$ cat src/rtl/multimode_ff_bank.sv
// Bank of WIDTH flip-flops, each behaving as JK, SR, D or T according to the shared mode input.
// Define MMFF_SR_ERR_EN to build the sticky SR-illegal (j&k in SR mode) detector driving err.
module multimode_ff_bank #(
  parameter int unsigned       WIDTH   = 8,
  parameter logic [WIDTH-1:0]  RST_VAL = '0
) (
  input  logic             clk,
  input  logic             rst,
  input  logic             en,
  input  logic [1:0]       mode,
  input  logic [WIDTH-1:0] j,
  input  logic [WIDTH-1:0] k,
  output logic [WIDTH-1:0] q,
  output logic [WIDTH-1:0] qb,
  output logic [WIDTH-1:0] chg,
  output logic             err
);

  localparam logic [1:0] MODE_JK = 2'b00;
  localparam logic [1:0] MODE_SR = 2'b01;
  localparam logic [1:0] MODE_D  = 2'b10;
  localparam logic [1:0] MODE_T  = 2'b11;

  logic [WIDTH-1:0] r_q;
  logic [WIDTH-1:0] r_chg;
  logic [WIDTH-1:0] w_q_nxt;

  always_comb begin
    w_q_nxt = r_q;
    for (int i = 0; i < int'(WIDTH); i++) begin
      case (mode)
        MODE_JK: begin
          case ({j[i], k[i]})
            2'b01:   w_q_nxt[i] = 1'b0;
            2'b10:   w_q_nxt[i] = 1'b1;
            2'b11:   w_q_nxt[i] = ~r_q[i];
            default: w_q_nxt[i] = r_q[i];
          endcase
        end
        MODE_SR: begin
          // SR 11 is illegal and simply holds the bit
          case ({j[i], k[i]})
            2'b01:   w_q_nxt[i] = 1'b0;
            2'b10:   w_q_nxt[i] = 1'b1;
            default: w_q_nxt[i] = r_q[i];
          endcase
        end
        MODE_D:  w_q_nxt[i] = j[i];
        MODE_T:  w_q_nxt[i] = r_q[i] ^ j[i];
        default: w_q_nxt[i] = r_q[i];
      endcase
    end
  end

  always_ff @(posedge clk) begin
    if (rst) begin
      r_q   <= RST_VAL;
      r_chg <= '0;
    end else if (en) begin
      r_q   <= w_q_nxt;
      r_chg <= w_q_nxt ^ r_q;
    end else begin
      r_chg <= '0;
    end
  end

`ifdef MMFF_SR_ERR_EN
  logic r_err;
  logic w_sr_ill;

  assign w_sr_ill = en && (mode == MODE_SR) && (|(j & k));

  always_ff @(posedge clk) begin
    if (rst) begin
      r_err <= 1'b0;
    end else if (w_sr_ill) begin
      r_err <= 1'b1;
    end
  end

  assign err = r_err;
`else
  assign err = 1'b0;
`endif

  assign q   = r_q;
  assign qb  = ~r_q;
  assign chg = r_chg;

endmodule

$ cat config.mk
export PLATFORM = sky130hd
export DESIGN_NAME = multimode_ff_bank
export DESIGN_NICKNAME = d
export VERILOG_FILES = /design/src/rtl/multimode_ff_bank.sv
export SDC_FILE = /design/constraint.sdc
export NUM_CORES = 1
export LEC_CHECK = 0
export CAP_MARGIN = 10
export CORE_ASPECT_RATIO = 0.6
export CORE_MARGIN = 5
export CORE_UTILIZATION = 51
export CTS_CLUSTER_SIZE = 12
export DETAILED_ROUTE_END_ITERATION = 7
export HOLD_SLACK_MARGIN = 0.1
export PLACE_DENSITY = 0.87
export SETUP_SLACK_MARGIN = 0.4
export SLEW_MARGIN = 10
export SYNTH_ARGS = -nofsm -noshare
export SYNTH_HDL_FRONTEND = slang
export SYNTH_SLANG_ARGS = --single-unit
$ cat constraint.sdc
create_clock -name clk -period 2.8 [get_ports clk]
set_input_delay 0.28 -clock clk [delete_from_list [all_inputs] [get_ports clk]]
set_output_delay 0.28 -clock clk [all_outputs]
set_load 0.005 [all_outputs]
**After elaboration in Yosys (flattened, before gate mapping)**

Cells that the tools add are included.

- Eq/ne operators: 27
- Multiplexer cells: 24
- Bitwise operators: 19
- Reductions and logical operators: 2

Operators by type and width:

| cell | count |
|---|---|
| 2-bit == test (second input constant) | 18 |
| 1-bit one-hot mux with 4 select lines | 8 |
| 1-bit one-hot mux with 3 select lines | 8 |
| 2-bit by 1-bit == test with 1-bit output (second input constant) | 9 |
| 1-bit one-hot mux with 2 select lines | 8 |
| 1-bit inverter | 9 |
| 8-bit inverter | 1 |
| 1-bit XOR | 8 |
| 8-bit XOR | 1 |
| 2-bit logical NOT | 1 |
| 2-bit OR reduction | 1 |

- Register bits after elaboration: 16
- Bits of input ports: 21
- Output and inout bits: 25

**Longest topological paths before layout**

- Word-level depth: 4
- Gate-level depth with buffers: 7

**Worst setup path before layout**

Ideal clock, no wire load.

- Path type: input port to flip-flop
- Start point: input k[0]
- End point: register r_chg[0] (netlist: chg[0])
- Library setup time: 0.116 ns
- Arrival: 1.266 ns
- Data required time: 2.684 ns
- Setup slack: 1.418 ns
- Stages: 6
- Cell sequence: inv_1 > ha_1 > and4bb_2 > nor4_4 > a211oi_2 > a31o_1

- Longest elaborated chain between the ends: 4
- Elaborated cells between the ends (all ways): 7

RTL lines:

| element | line | text |
|---|---|---|
| from (decl) | 12 | `input logic [WIDTH-1:0] k,` |
| 2-bit == test, or another cell as far along | 33 | `case ({j[i], k[i]})` |
| 1-bit one-hot mux with 3 select lines or 1-bit one-hot mux with 2 select lines (tied branches) | 33, 42 |  |
| 1-bit one-hot mux with 4 select lines (*) | 31 | `case (mode)` |
| 8-bit XOR (*) | 61 | `r_chg <= w_q_nxt ^ r_q;` |
| to (signal assigned) | 61 |  |
| to (decl) | 25 | `logic [WIDTH-1:0] r_chg;` |

Every way passes the cells marked *; elsewhere a longest branch is shown, timed or not.
A chain may end at the register's enable or synchronous reset.

**Final worst setup path**

- Start point: input mode[0]
- End point: register r_chg[0] (netlist: chg[0])

- Longest elaborated chain between the ends: 3
- Elaborated cells between the ends (all ways): 6

RTL lines:

| element | line | text |
|---|---|---|
| from (decl) | 10 | `input logic [1:0] mode,` |
| 2-bit == test, or another cell as far along | 31 |  |
| 1-bit one-hot mux with 4 select lines (*) | 31 |  |
| 8-bit XOR (*) | 61 |  |

Marks and branches as above.

==> impl_metrics.csv <==
group,metric,value,unit
drt,drt_pass1_iterations,4,
clock_tree,clock_path_buffers,2,
pwr,p_leak,0.727,nW
clock_tree,cts_setup_buffers,0,
critical_path,reg2reg_depth,4,
drt,drtAntennaViolNets,0,
logic_synthesis,avgSynthCellArea,9.04,um2
sta,max_clock_freq,519,MHz
status,status,"finished clean",
critical_path,cp.arrival,2.12,ns
clock_tree,cts_sinks,16,
logic_synthesis,yosysTopAreaCell,"dfxtp_1",
sta,final_max_slew_viol_count,0,
sta,holdWs,0.577,ns
logic_synthesis,synth_ff_type,"dfxtp_1",
logic_synthesis,yosysWarnings,0,
critical_path,cp.required,2.99,ns
die,initial_core_util,52.6,%
grt,first_global_vias,1465,
critical_path,regToRegEndpoint,"chg[0]$_SDFF_PP0_",
die,dieWidth,80.0,um
logic_synthesis,ys_seq_elements,16,
pwr,pwr-share-comb,37.0,%
logic_synthesis,synth_most_common_cell,"inv_1",
pwr,switching_share,31.5,%
sta,relSlewSlack,59.8,%
critical_path,critPathKind,"input port to flip-flop",
pwr,power.share.sequential,37.9,%
drt,dr_total_vias,1445,
sta,fin_skew,0.00145,ns
min_path,min_path_cells,2,
sta,min_period,1.93,ns
drt,totalWireLength,3920,um
sta,hold_violations,0,
clock_tree,cts_resized,0,
pwr,power.switching,0.224,mW
logic_synthesis,syn_nets,195,
drt,viasPerCell,5.92,
clock_tree,htreeDepth,1,
drt,wl_per_cell,16.1,um
placed_design,io_buffer_count,44,
final_layout,area_growth,29.8,%
placed_design,gp_congestion,0.817,
grt,grt_pass1_wl,6510,um
final_layout,drive_gt1_share,10.9,%
logic_synthesis,synth_top_area_share,21.4,%
clock_tree,postCtsHoldBufs,0,
clock_tree,clk_pin_slew,0.07,ns
logic_synthesis,synthTopCellsByArea,"dfxtp_1 21%, ha_1 6.7%, nor4_4 5.7%",
critical_path,cp-start-kind,"input port",
die,rows,15,
sta,worst_slew_pin_slew,0.604,ns
sta,fin_crit_sh,68.8,%
drt,first_iter_violations,121,
critical_path,reg2reg_slack,1.33,ns
min_path,hold_path_class,"flip-flop to flip-flop",
drt,drc_errors,0,
logic_synthesis,synth-edff-count,0,
final_layout,final_core_utilization,68.2,%
die,fp.coreArea,2850,um2
logic_synthesis,syn_area,1500,um2
placed_design,dp_hpwl,2840,um
sta,fin_tns_setup,0,ns
logic_synthesis,syn-instance-count,166,
pwr,max-vdd-ir-drop,311,uV
pwr,internal_power,0.488,mW
logic_synthesis,synth_common_cells,"17 x inv_1, 16 x dfxtp_1, 8 x ha_1, 8 x nand2_1, 8 x nor3_1",
clock_tree,clk_latency,0.25,ns
die,die_area,4160,um2
critical_path,cp_max_fo,42,
logic_synthesis,ys_types,40,
clock_tree,cts_buffers,3,
pwr,clock_power_share,25.2,%
clock_tree,cts_tree,"built",
die,ios,46,
pwr,power_density,366,nW/um2
grt,grt_usage,19.5,%
grt,antenna_found_initial,0,
final_layout,fin_cells,244,
placed_design,place_area,1910,um2
sta,setup_viol,0,
critical_path,end_kind,"flip-flop",
final_layout,diodes,0,
logic_synthesis,synthArstFlopShare,0,%
grt,grt_max_degree,43,
placed_design,dpl.cell_count,241,
min_path,worstHoldEndpoint,"chg[5]$_SDFF_PP0_",
critical_path,r2r_start,"q[0]$_SDFFE_PP0P_",
grt,grt_overflow,0,
final_layout,stdcell_area,1950,um2
clock_tree,clockRootBuffer,"clkbuf_8",
sta,rsz0062_at_grt,"false",
flow_run,drv_cap,0,
min_path,worstHoldStart,"q[5]$_SDFFE_PP0P_",
logic_synthesis,ys_seq_area_share,21.4,%
final_layout,final_nets,233,
die,die_y,52.0,um
[registers in the layout (all words and copies together) (netlist names)]
name and cells:
chg 8, q 8
[worst max path at each step]
stage	start	endpoint	slack, ns	depth (start not counted)
3_5_place_dp	mode[0]	chg[0]$_SDFF_PP0_	0.65	6
6_report	mode[0]	chg[0]$_SDFF_PP0_	0.87	6
3_3_place_gp	mode[0]	chg[3]$_SDFF_PP0_	0.72	6
2_1_floorplan	k[0]	chg[0]$_SDFF_PP0_	1.42	6
4_1_cts	mode[0]	chg[0]$_SDFF_PP0_	0.90	6
5_1_grt	mode[0]	chg[5]$_SDFF_PP0_	0.77	6
[worst max-delay path, cell delays in order]
cell             delay (ns)
clkdlybuf4s50_1        0.45
buf_4                  0.34
nand2b_1               0.30
o311a_1                0.42
a211oi_2               0.19
a31o_1                 0.14
[kinds of logic (layout without fill, tap and decap cells)]
family | Yosys count | after routing | synth area share (%)
and+or+nand+nor | 73 | 73 | 38.6
AOI/OAI and AO/OA | 32 | 32 | 18.2
buffers and inverters | 31 | 67 | 11.6
DFF | 16 | 16 | 21.4
adders and majority gates | 8 | 8 | 6.67
muxes | 4 | 4 | 2.75
other | 1 | 1 | 0.250
xor gates and xnor gates | 1 | 1 | 0.584
[power groups by stage]
| stage | sequential [mW] | combinational (mW) | clock [mW] |
|---|---|---|---|
| after floorplan | 0.271 | 0.153 | 0 |
| after global placement | 0.272 | 0.251 | 0 |
| after detailed placement | 0.274 | 0.261 | 0 |
| after CTS | 0.269 | 0.263 | 0.182 |
| after global routing | 0.273 | 0.286 | 0.193 |
| final | 0.270 | 0.263 | 0.179 |
[layout make-up]
type	count	area (um2)
Clock buffer	3	41.3
Tap cell	42	52.6
Sequential cell	16	320
Fill cell	223	906
Inverter	17	63.8
Timing Repair Buffer	47	463
Multi-Input combinational cell	119	1010
[placed cells by master (no fill, tap or decap), types with 4 or more instances in the layout]
cell             instances
nand3_1                  6
or3b_1                   4
nand2b_1                 6
nor4_4                   4
and4bb_1                 4
a211oi_2                 4
clkdlybuf4s50_1         44
inv_1                   17
ha_1                     8
nor3b_1                  6
nor3_1                   8
o311a_1                  4
nor4bb_1                 7
a31o_1                   4
nand2_1                  8
o31ai_1                  4
dfxtp_1                 16
nand4_1                  7
nor2_1                   5
[layer usage]
metal / share of wire (%) / track usage, % / routed length (um) / vias up
met5: 0 / 0 / 0 / -
li1: - / - / - / 707
met1: 46 / 23.9 / 1820 / 668
met4: 0.59 / 2.81 / 23 / 0
met3: 8.6 / 7.27 / 336 / 4
met2: 44 / 33.2 / 1740 / 66
[per-stage QoR]
| step | worst slack, ns | power, mW |
|---|---|---|
| floorplan | 1.42 | 0.424 |
| CTS | 0.904 | 0.714 |
| detailed placement | 0.646 | 0.535 |
| global placement | 0.720 | 0.523 |
| global route | 0.769 | 0.752 |
| finish | 0.874 | 0.712 |
(Power assumes the default switching activity.)
